## src/rtl/uart_tx_buffer_if.sv

```systemverilog
// Putch-side push handshake and paced UART output of uart_tx_buffer, bundled with status.
// The slave modport is the buffer; the master modport is the core/sink side.
interface uart_tx_buffer_if #(
  parameter int DEPTH = 16
);
  localparam int CW = $clog2(DEPTH) + 1;

  logic          putch_valid;
  logic [7:0]    putch_ch;
  logic          putch_ready;
  logic          uart_out_valid;
  logic [7:0]    uart_out_ch;
  logic [CW-1:0] count;
  logic [15:0]   drop_cnt;

  modport slave (
    input  putch_valid, putch_ch,
    output putch_ready, uart_out_valid, uart_out_ch, count, drop_cnt
  );

  modport master (
    output putch_valid, putch_ch,
    input  putch_ready, uart_out_valid, uart_out_ch, count, drop_cnt
  );
endinterface

```

## src/rtl/uart_tx_buffer.sv

```systemverilog
// Putch character FIFO that emits one char per GAP cycles as a single-cycle pulse.
// Optional macro UART_TX_CRLF_EN expands each LF into CR then LF.
module uart_tx_buffer #(
  parameter int DEPTH = 16,
  parameter int GAP   = 4
) (
  input  logic             clock,
  input  logic             reset,
  uart_tx_buffer_if.slave  bus
);
  localparam int CW = $clog2(DEPTH) + 1;
  localparam int AW = $clog2(DEPTH);
  localparam int GW = (GAP > 1) ? $clog2(GAP) : 1;

  typedef enum logic {IDLE, PACE} state_t;

  state_t        r_state, w_state_nxt;
  logic [GW-1:0] r_gap_cnt, w_gap_nxt;
  logic [CW-1:0] r_count;
  logic [AW-1:0] r_wr_ptr, r_rd_ptr;
  logic [7:0]    r_mem [DEPTH];
  logic [15:0]   r_drop_cnt;
  logic          r_out_valid;
  logic [7:0]    r_out_ch;

  logic          w_ready, w_push, w_emit, w_pop;
  logic [7:0]    w_head, w_out_ch;

  // Readiness comes from the registered count only: a pop on the same edge does not free a slot.
  assign w_ready = (r_count != CW'(DEPTH));
  assign w_push  = bus.putch_valid && w_ready;
  assign w_head  = r_mem[r_rd_ptr];

  always_ff @(posedge clock) begin
    if (reset) begin
      r_state   <= IDLE;
      r_gap_cnt <= '0;
    end else begin
      r_state   <= w_state_nxt;
      r_gap_cnt <= w_gap_nxt;
    end
  end

  always_comb begin
    w_state_nxt = r_state;
    w_gap_nxt   = r_gap_cnt;
    w_emit      = 1'b0;
    case (r_state)
      IDLE: begin
        if (r_count != '0) begin
          w_emit      = 1'b1;
          w_gap_nxt   = GW'(GAP - 1);
          w_state_nxt = (GAP > 1) ? PACE : IDLE;
        end
      end
      PACE: begin
        w_gap_nxt = r_gap_cnt - 1'b1;
        if (r_gap_cnt == GW'(1)) w_state_nxt = IDLE;
      end
      default: w_state_nxt = IDLE;
    endcase
  end

`ifdef UART_TX_CRLF_EN
  logic r_cr_done, w_is_cr;

  // A CR occupies its own emit slot while the LF stays at the head.
  assign w_is_cr  = w_emit && (w_head == 8'h0A) && !r_cr_done;
  assign w_pop    = w_emit && !w_is_cr;
  assign w_out_ch = w_is_cr ? 8'h0D : w_head;

  always_ff @(posedge clock) begin
    if (reset)       r_cr_done <= 1'b0;
    else if (w_emit) r_cr_done <= w_is_cr;
  end
`else
  assign w_pop    = w_emit;
  assign w_out_ch = w_head;
`endif

  always_ff @(posedge clock) begin
    if (w_push) r_mem[r_wr_ptr] <= bus.putch_ch;
  end

  always_ff @(posedge clock) begin
    if (reset) begin
      r_count     <= '0;
      r_wr_ptr    <= '0;
      r_rd_ptr    <= '0;
      r_drop_cnt  <= '0;
      r_out_valid <= 1'b0;
      r_out_ch    <= '0;
    end else begin
      r_count     <= r_count + CW'(w_push) - CW'(w_pop);
      r_out_valid <= w_emit;
      if (w_push) r_wr_ptr <= r_wr_ptr + 1'b1;
      if (w_pop)  r_rd_ptr <= r_rd_ptr + 1'b1;
      if (w_emit) r_out_ch <= w_out_ch;
      if (bus.putch_valid && !w_ready && (r_drop_cnt != 16'hFFFF))
        r_drop_cnt <= r_drop_cnt + 16'd1;
    end
  end

  assign bus.putch_ready    = w_ready;
  assign bus.uart_out_valid = r_out_valid;
  assign bus.uart_out_ch    = r_out_ch;
  assign bus.count          = r_count;
  assign bus.drop_cnt       = r_drop_cnt;
endmodule

```

## src/flat_wrapper.sv

```systemverilog
// flat-port wrapper written by rule: the top's interface ports become plain ports
module uart_tx_buffer_flat 
#(
  parameter int DEPTH = 16,
  parameter int GAP   = 4
)
  (clock, reset, bus_putch_valid, bus_putch_ch, bus_putch_ready, bus_uart_out_valid, bus_uart_out_ch, bus_count, bus_drop_cnt);
  uart_tx_buffer_if #(.DEPTH(DEPTH)) bus_i ();
  input  logic clock;
  input  logic reset;
  input wire logic [$bits(bus_i.putch_valid)-1:0] bus_putch_valid;
  input wire logic [$bits(bus_i.putch_ch)-1:0] bus_putch_ch;
  output wire logic [$bits(bus_i.putch_ready)-1:0] bus_putch_ready;
  output wire logic [$bits(bus_i.uart_out_valid)-1:0] bus_uart_out_valid;
  output wire logic [$bits(bus_i.uart_out_ch)-1:0] bus_uart_out_ch;
  output wire logic [$bits(bus_i.count)-1:0] bus_count;
  output wire logic [$bits(bus_i.drop_cnt)-1:0] bus_drop_cnt;
  assign bus_i.putch_valid = bus_putch_valid;
  assign bus_i.putch_ch = bus_putch_ch;
  assign bus_putch_ready = bus_i.putch_ready;
  assign bus_uart_out_valid = bus_i.uart_out_valid;
  assign bus_uart_out_ch = bus_i.uart_out_ch;
  assign bus_count = bus_i.count;
  assign bus_drop_cnt = bus_i.drop_cnt;
  uart_tx_buffer #(.DEPTH(DEPTH), .GAP(GAP)) u_core (.clock(clock), .reset(reset), .bus(bus_i));
endmodule
```

## config.mk

```make
export PLATFORM = sky130hd
export DESIGN_NAME = uart_tx_buffer_flat
export DESIGN_NICKNAME = d
export VERILOG_FILES = /design/src/rtl/uart_tx_buffer_if.sv /design/src/rtl/uart_tx_buffer.sv /design/src/flat_wrapper.sv
export SDC_FILE = /design/constraint.sdc
export NUM_CORES = 1
export LEC_CHECK = 0
export ABC_AREA = 0
export CORE_MARGIN = 2
export CORE_UTILIZATION = 45
export CTS_CLUSTER_DIAMETER = 200
export DETAILED_ROUTE_END_ITERATION = 12
export GPL_ROUTABILITY_DRIVEN = 1
export PLACE_DENSITY = 0.73
export SYNTH_ARGS = -nofsm -noshare
export SYNTH_HDL_FRONTEND = slang
export SYNTH_SLANG_ARGS = --single-unit
```

## constraint.sdc

```tcl
create_clock -name clock -period 3.1 [get_ports clock]
set_clock_uncertainty 0.1 [all_clocks]
set_input_delay 0.62 -clock clock [delete_from_list [all_inputs] [get_ports clock]]
set_output_delay 0.62 -clock clock [all_outputs]
set_load 0.05 [all_outputs]
```

==> metrics.md <==
| Metric | Value |
|---|---|
| M3 GR Usage | `about 4.6%` |
| DRT antenna net count | `0` |
| Routability congestion estimate | `~0.78` |
| Leak | `2.69 nW` |
| Routed WL | `13200 um` |
| R2R setup slack | `between 0.2 and 0.25 ns` |
| Site Rows | `45` |
| Root Driver | `clkbuf_16` |
| Vias in the first global route | `~3800` |
| Slew Viols, Final | `0` |
| # H-tree levels | `4` |
| Slowest cell delay on critical path | `0.83 ns` |
| CTS tree | `done` |
| Async SR Flop Fraction | `0%` |
| Die area | `~16000 sq um` |
| Netlist cell types | `45` |
| Layout cells sized above 1 | `between 10% and 20%` |
| Util after Layout | `54.5%` |
| Slowest cell on crit path | `clkdlybuf4s50_1` |
| Post-synthesis cell area | `roughly 6900 sq um` |
| Startpoint Class | `flop` |
| Fmax | `344 MHz` |
| WL per Instance | `between 15 and 20 um` |
| Fin. Hold Viols | `0` |
| Max VDD drop | `between 0.5 and 0.6 mV` |
| Dpl cell area | `roughly 7700 sq um` |
| Period minus WS final | `2.91 ns` |
| Power Density | `765 nW/um^2` |
| Area leader, netlist | `edfxtp_1` |
| Main synth FF type | `edfxtp_1` |
| Crit path kind | `flop to output port` |
| Relative slew slack | `a little under half` |
| Final Instance Area | `between 8000 and 9000 sq um` |
| Max clock buf depth | `2` |
| Ys Warns | `0` |
| Initial core utilization | `45.7%` |
| CP required | `2.38 ns` |
| First DRT Iteration DRCs | `between 200 and 300` |
| Total CTS buffers | `17` |
| Synth area leaders | `edfxtp_1 56%, dfxtp_1 12%, mux4_2 10%, mux2i_1 2.6%, ha_1 2.4%` |
| Pre-antenna DRT Iters | `4` |
| Post-Syn Instances | `between 400 and 500` |
| Avg Inst Size Synth | `between 15 and 20 sq um` |
| Initial antenna violation count | `0` |
| Crit end category | `output port` |
| # fillers | `between 1000 and 1500` |
| # nets final | `about 520` |
| GRT Util Overall | `17.3%` |
| HPWL after DPL | `approximately 8500 um` |
| Status | `completed` |
| Final period util | `between 90% and 100%` |
| Most Crowded Layer GR | `met2` |
| Core box area | `around 15000 sq um` |
| Fin Setup TNS | `0 ns` |
| Die Height | `128 um` |
| Sequential fraction of the synthesis area | `roughly 68%` |
| Final Power | `6.28 mW` |
| Crit path DAT | `~2.2 ns` |
| Vias per cell | `~5.6` |
| Cells along the critical path | `inv_1, ha_1, and4bb_4, inv_2, clkdlybuf4s50_1` |
| RSZ-0062 raised after global routing | `false` |
| Max-cap violations | `0` |
| Crit path max-delay family | `buffers and inverters` |
| Die width | `~130 um` |
| Met1 usage | `~22%` |
| Worst Tran Pin Value | `just under 0.8 ns` |
| Reg clk slew, reported paths | `approximately 0.06 ns` |
| DR vias | `3885` |
| Cts-stage hold buffer count | `0` |
| First-pass GRT wire length | `20700 um` |
| Worst path bufs/invs | `3` |
| Hold/Removal Path Class | `flop to flop` |
| Post-synth EDFFs | `approximately 130` |
| Skew-Pair Late Insertion Delay | `0.43 ns` |
| Largest net degree at the start of global routing | `48` |
| Top cells by count, synth | `128 x edfxtp_1, 41 x dfxtp_1, 32 x mux4_2, 32 x nor2_1, 18 x mux2i_1` |
| Synth top area share | `a little under three fifths` |
| # IOs | `42` |
| Crit Path Max Fanout | `6` |
| CTS Sinks | `around 170` |
| Syn nets | `~460` |
| Synthesized flop and latch total | `about 170` |
| Post-CTS setup buffers | `0` |
| Setup Viol. Count Final | `0` |
| Most common cell in the netlist | `edfxtp_1` |
| DRC violations left | `0` |
| Met2 Use GR | `around 28%` |
| Global route overflow | `0` |
| Syn-to-layout area delta | `19.2%` |
| Port Buf Inserts | `41` |
| N_diodes | `0` |
worst min-delay path, cell delays in order (launching register included):
cell	delay (ns)
dfxtp_1	0.30
inv_1	0.06
a221oi_1	0.07
metrics by stage:
| stage | setup slack, ns | hold WS (ns) | instances |
|---|---|---|---|
| final | 0.192 | 0.388 | 698 |
| after floorplan | 0.172 | 0.343 | 433 |
| after detailed placement | 0.185 | 0.381 | 666 |
| after global placement | 0.331 | 0.355 | 666 |
| after global routing | 0.0342 | 0.416 | 698 |
| after CTS | 0.165 | 0.395 | 698 |
repair_timing:
item | 4_1_cts | 5_1_grt
endpoints found under the hold margin | 0 | 0
resized for setup | 0 | 1
endpoints found under the setup margin | 0 | 1
final timing paths:
path                                          start                   to  depth (start not counted)
worst max-delay path            u_core.bus.count[2]      bus_putch_ready                          5
worst max register to register  u_core.bus.count[3]  u_core.bus.count[4]                         13
worst min register to register  u_core.r_gap_cnt[1]  u_core.r_gap_cnt[1]                          2
worst min-delay path            u_core.r_gap_cnt[1]  u_core.r_gap_cnt[1]                          2
placed cells by master (no fill, tap or decap), types with 6 or more instances in the layout:
master,Yosys,final
nand2_1,13,13
inv_1,13,13
nand3b_1,9,9
buf_4,0,24
edfxtp_1,128,128
nand3_1,9,9
a21oi_1,13,13
o221ai_1,8,8
nor2b_1,10,10
o21ai_0,6,6
clkdlybuf4s50_1,0,41
xnor2_1,6,6
dfxtp_1,41,38
mux4_2,32,32
mux2i_1,18,18
mux2_2,6,6
ha_1,13,13
nor2_1,32,32
clkbuf_16,0,17
nor3_1,8,8
or3_1,6,6
where the power goes:
group | switching (mW) | total, mW | internal (mW)
combinational | 0.894 | 1.62 | 0.722
sequential | 0.139 | 2.74 | 2.60
clock | 0.890 | 1.93 | 1.04
total | 1.92 | 6.28 | 4.36
registers in the layout, summed over array words and instances, names as in the netlist:
signal                     count
u_core.bus.uart_out_ch         8
u_core.bus.count               5
u_core.bus.uart_out_valid      1
u_core.r_rd_ptr                4
u_core.r_state                 1
u_core.r_wr_ptr                4
u_core.r_gap_cnt               2
u_core.bus.drop_cnt           16
u_core.r_mem                 128
final cells by class:
type                       count  area, sq um  area share, %
inverter                      14         52.6          0.640
clock buffer                  18          429           5.22
multi-input combinational    229         2110           25.6
timing repair buffer          66          611           7.43
clock inverter                14          114           1.39
tap                          188          235           2.86
sequential                   169         4670           56.8
layer usage:
| metal | share of wire, % | vias to the layer above |
|---|---|---|
| met1 | 43 | 1943 |
| met4 | 1.7 | 0 |
| li1 | - | 1805 |
| met3 | 6.0 | 20 |
| met5 | 0 | - |
| met2 | 49 | 117 |
logic make-up after synthesis:
logic type / synth area share [%]
multiplexers: 14.1
AO/OA/AOI/OAI: 4.05
flip-flops: 67.7
buffers and inverters: 1.96
adder cells (fa/ha/maj): 2.65
XOR/XNOR: 1.14
AND/OR/NAND/NOR: 8.46
Power figures use the tool's default switching activity.
==> RTL edit 1 (config.mk and constraints unchanged) <==
The option `UART_TX_CRLF_EN` is turned on by a define.
--- a/src/rtl/uart_tx_buffer.sv
+++ b/src/rtl/uart_tx_buffer.sv
@@ -1,5 +1,7 @@
 // Putch character FIFO that emits one char per GAP cycles as a single-cycle pulse.
 // Optional macro UART_TX_CRLF_EN expands each LF into CR then LF.
+`define UART_TX_CRLF_EN
+
 module uart_tx_buffer #(
   parameter int DEPTH = 16,
   parameter int GAP   = 4
Formal check against the unedited RTL: not equivalent (a bounded check fails within 4 cycles, from zero or initial values and one cycle with reset high).
==> RTL edit 1 against the original RTL <==
The flow now finishes with violations (setup timing); combinational power increased by 75%; worst hold slack got worse by 0.026 ns; total power increased by 26%; cell area increased by 10%; global-route usage increased by 2.6 points; fmax decreased by 19%; setup slack got worse by 0.67 ns; wire length increased by 20%; cell count increased by 17%; via count increased by 14%; sequential cell count increased by 5; area after synthesis increased by 2.9%; critical path type is now register to register; largest power group is now combinational cells; highest routed layer unchanged.
==> RTL edit 1: results (changes against the original RTL) <==
Worst-Margin Slew=0.679 ns (-0.115 ns); total track usage=19.9% (+2.6 points); Compound-Gate Fraction of Synth Area=5.38% (+1.3 points); DR vias/cell=5.42 (-2.5%); Post-synth EDFFs=128 (unchanged); share of cells above drive strength 1=27.4% (+7.6 points); clock slew at reported path FFs=0.06 ns (about the same); Worst IR Drop VDD=0.521 mV (-2.1%); Post-Synth Adder-Cell Area=2.57% (-0.076 points); maximum root-to-sink buffer count=2 (unchanged); max FFs per register=128 (unchanged); failing checks=setup timing; mux contribution to synthesized area=10.3% (-3.7 points); fraction of synthesized cell area in xor and xnor cells=2.10% (+0.95 points); setup TNS=-1.04 ns (-1.04 ns); post-layout worst setup margin=-0.482 ns (-0.674 ns); leak pwr=3.19 nW (+18%); asr flop ratio synth=0% (unchanged); first-pass GRT wire length=24,500 um (+18%); Final Wtd Congestion=0.860 (+9.6%); Initial DRC Count=436 (+61%); Seq/Total Area, Yosys=67.2% (-0.52 points); final net count=618 (+18%); Hold Crit Class=register to register; Synth area leaders=edfxtp_1, dfxtp_1, mux4_2, ha_1, nor2_1; clock insertion delay at the later pin of the skew report=0.43 ns (about the same); # fillers=1,166 (-0.43%); hold_buf cts=0 (unchanged); HPWL Detailed=10,300 um (+21%); Post-Syn Nets=500 (+9.2%); vias in the first global route=4,416 (+15%); status=finished, violations left; initial antenna violation count=0 (unchanged); cts bufs inserted=17 (unchanged); Synth Warn #=0 (unchanged); first-pass detailed-route iteration total=7 (+3); Unique masters post-synth=49 (+8.9%); placed inst area=0.00822 mm^2 (+7.3%); Routed wire per std cell=19.3 um (+2.2%); most frequent cells after synthesis=edfxtp_1, dfxtp_1, nor2_1; Max FO, Critical Path=5 (-1); WP data arrival=3.84 ns (+1.65 ns); H-tree depth=4 (unchanged); pre-CTS setup slack=-0.593 ns (-0.777 ns); pin count of the biggest net entering global routing=35 (-27%); setup violators final=4 (+4); diode count=0 (unchanged); PD cells=870 mW/mm^2 (+14%); IO buf count=41 (unchanged)
RTL edit 1: layout make-up:
cell class	count	area share (%)
repair buffers	119	11.8
clock buffers	17	4.69
flip-flops and latches	174	52.5
clock inverters	15	2.29
inverters	15	0.620
multi-input cells	266	25.1
well taps	211	2.91
RTL edit 1: cell families (layout without fill, tap and decap cells):
| group | Yosys count | count (layout) |
|---|---|---|
| DFF | 174 | 174 |
| and+or+nand+nor | 144 | 144 |
| AOI/OAI and AO/OA | 54 | 54 |
| muxes | 37 | 37 |
| buffers and inverters | 35 | 166 |
| xor gates and xnor gates | 17 | 17 |
| adders and majority gates | 14 | 14 |
RTL edit 1: final timing paths:
path         slack, ns                 startpoint  cells past startpoint                   endpoint
max              -0.48                   register                     15        u_core.bus.count[4]
min               0.36  u_core.bus.uart_out_ch[4]                      2  u_core.bus.uart_out_ch[4]
max reg2reg      -0.48                   register                     15        u_core.bus.count[4]
min reg2reg       0.36  u_core.bus.uart_out_ch[4]                      2  u_core.bus.uart_out_ch[4]
RTL edit 1: routing by layer:
metal	vias up	global-route usage, %	part of all wire, %
met5	-	0	0
met4	0	10.2	3.7
met3	39	4.13	6.7
met2	179	31.1	47
met1	2159	26.6	42
li1	2055	-	-
RTL edit 1: metrics by stage:
stage          utilization (%)  cells
6_report                  59.3    817
5_1_grt                   59.3    817
4_1_cts                   58.6    810
3_5_place_dp              53.7    768
3_3_place_gp              53.7    768
2_1_floorplan                -    475
RTL edit 1: power by group:
| group | internal [mW] | switching (mW) |
|---|---|---|
| registers | 2.69 | 0.108 |
| logic | 1.41 | 1.42 |
| clock network | 1.37 | 0.906 |
RTL edit 1: worst max-delay path, cell delays in order (launching register included):
cell and delay [ns]:
dfxtp_4 0.39, buf_12 0.13, buf_8 0.10, mux4_2 0.50, a22oi_2 0.18, nand3_2 0.12, nor4_4 0.35, a31oi_2 0.15
ha_1 0.30, inv_2 0.04, ha_4 0.15, fa_2 0.35, a21oi_2 0.14, nor2_1 0.05, or3_1 0.33, a21oi_1 0.13
RTL edit 1: what timing repair did:
item / 4_1_cts / 5_1_grt
endpoints found under the setup margin: 4 / 5
resized for setup: 8 / 12
buffers inserted: 10 / 7
pin swaps: 10 / 9
==> RTL edit 2 (config.mk and constraints unchanged) <==
Made on the original files. `DEPTH` is set to 16 in 3 places; all go to 8.
--- a/src/rtl/uart_tx_buffer_if.sv
+++ b/src/rtl/uart_tx_buffer_if.sv
@@ -1,7 +1,7 @@
 // Putch-side push handshake and paced UART output of uart_tx_buffer, bundled with status.
 // The slave modport is the buffer; the master modport is the core/sink side.
 interface uart_tx_buffer_if #(
-  parameter int DEPTH = 16
+  parameter int DEPTH = 8
 );
   localparam int CW = $clog2(DEPTH) + 1;
 
--- a/src/rtl/uart_tx_buffer.sv
+++ b/src/rtl/uart_tx_buffer.sv
@@ -1,7 +1,7 @@
 // Putch character FIFO that emits one char per GAP cycles as a single-cycle pulse.
 // Optional macro UART_TX_CRLF_EN expands each LF into CR then LF.
 module uart_tx_buffer #(
-  parameter int DEPTH = 16,
+  parameter int DEPTH = 8,
   parameter int GAP   = 4
 ) (
   input  logic             clock,
--- a/src/flat_wrapper.sv
+++ b/src/flat_wrapper.sv
@@ -1,7 +1,7 @@
 // flat-port wrapper written by rule: the top's interface ports become plain ports
 module uart_tx_buffer_flat 
 #(
-  parameter int DEPTH = 16,
+  parameter int DEPTH = 8,
   parameter int GAP   = 4
 )
   (clock, reset, bus_putch_valid, bus_putch_ch, bus_putch_ready, bus_uart_out_valid, bus_uart_out_ch, bus_count, bus_drop_cnt);
Ports: changed (resized bus_count); port bits go from 42 to 41. No check against the original RTL was run, so the function may have changed too.
==> RTL edit 2 against the original RTL <==
Setup slack worse by 0.050 ns; cell area decreased by 39%; critical path type unchanged; highest routed layer unchanged; via count shrank 33%; area after synthesis fell by 39%; largest cell class unchanged; worst hold slack improved by 0.012 ns; largest power group unchanged; total power is 39% lower; wire length fell by 42%; sequential cell count down 67.
==> RTL edit 2: results (changes against the original RTL) <==
H-tree depth=3 (-1); Seq/Total Area, Yosys=63.5% (-4.2 points); clock slew at reported path FFs=0.11 ns (+0.05 ns); Finished Layout Cells=470 (-33%); post-CTS resize count=0 (unchanged); total track usage=16.2% (-1.1 points); first-pass GRT wire length=12,400 um (-40%); first-pass detailed-route iteration total=4 (unchanged); HPWL Detailed=5150 um (-40%); Total Power=3.83 mW (-39%); Synth area leaders=edfxtp_1, dfxtp_1, mux4_2, ha_1, nor2_1; via count=2,614 (-33%); mux contribution to synthesized area=11.2% (-2.8 points); Worst-Margin Slew=0.873 ns (+0.0793 ns); Max FO, Critical Path=5 (-1); Initial DRC Count=113 (-58%); WHS Endpoint=u_core.r_gap_cnt[0]; Hold WS=0.400 ns (+0.0121 ns); Compound-Gate Fraction of Synth Area=6.22% (+2.2 points); clock root buffer=clkbuf_8; Sw Ratio=35.7% (+5.1 points); clock insertion delay at the later pin of the skew report=0.37 ns (-0.06 ns); hold path start=u_core.r_gap_cnt[0]; final net count=376 (-28%); share of cells above drive strength 1=16.7% (-3.1 points); Post-Syn Nets=327 (-29%); leak pwr=1.65 nW (-39%); Largest Register=u_core.r_mem; r2r worst-path depth=12 (-1); hold path depth=1 (-1); status=complete, no violations; pre-CTS setup slack=0.382 ns (+0.198 ns); pin count of the biggest net entering global routing=42 (-13%); Worst IR Drop VDD=0.318 mV (-40%); syn avg cell area=13.9 um^2 (-13%); Comb group=1.28 mW (-21%); Synth Warn #=0 (unchanged); placed insts=454 (-32%); WP data arrival=2.24 ns (+0.05 ns); setup slack, reg-to-reg=0.47 ns (+0.23 ns); # fillers=773 (-34%); max FFs per register=64 (-50%); Final Cycle Share=95.4% (+1.6 points); Seq group=1.72 mW (-37%); Crit path largest cell delay=0.73 ns (-0.10 ns); R2R Path End=u_core.bus.count[2]; cts bufs inserted=9 (-8); most frequent cells after synthesis=edfxtp_1, dfxtp_1, nor2_1; IO buf count=40 (-2.4%); fraction of synthesized cell area in xor and xnor cells=1.04% (-0.11 points); Unique masters post-synth=43 (-4.4%); placed inst area=0.00479 mm^2 (-37%); Reg-to-Reg Start=u_core.bus.count[2]; Routed wire per std cell=16.4 um (-13%); Post-synth EDFFs=64 (-50%); Final Wtd Congestion=0.773 (-1.5%); vias in the first global route=2,419 (-37%); Post-Synth Adder-Cell Area=3.43% (+0.78 points)
RTL edit 2: changes by cell type in the layout (fill, tap and decap cells not counted), moves of 6 or more:
cell	unedited run	this run
clkbuf_16	17	0
mux2i_1	18	8
o221ai_1	8	0
nand3b_1	9	1
clkbuf_8	0	9
edfxtp_1	128	64
mux4_2	32	16
nor2b_1	10	4
buf_4	24	13
RTL edit 2: layer usage:
layer,up-vias,track usage (%),routed length (um)
li1,1259,-,-
met1,1280,21.4,3410
met2,63,26.5,3840
met3,12,3.12,308
met4,0,6.44,126
met5,-,0,0
RTL edit 2: cell type report:
cell class / instances / area [um^2] / area share, %
Clock inverter: 7 / 83.8 / 1.68
Inverter: 12 / 45.0 / 0.901
Multi-Input combinational cell: 176 / 1430 / 28.5
Clock buffer: 9 / 124 / 2.48
Tap cell: 111 / 139 / 2.78
Sequential cell: 102 / 2680 / 53.7
Timing Repair Buffer: 53 / 498 / 9.96
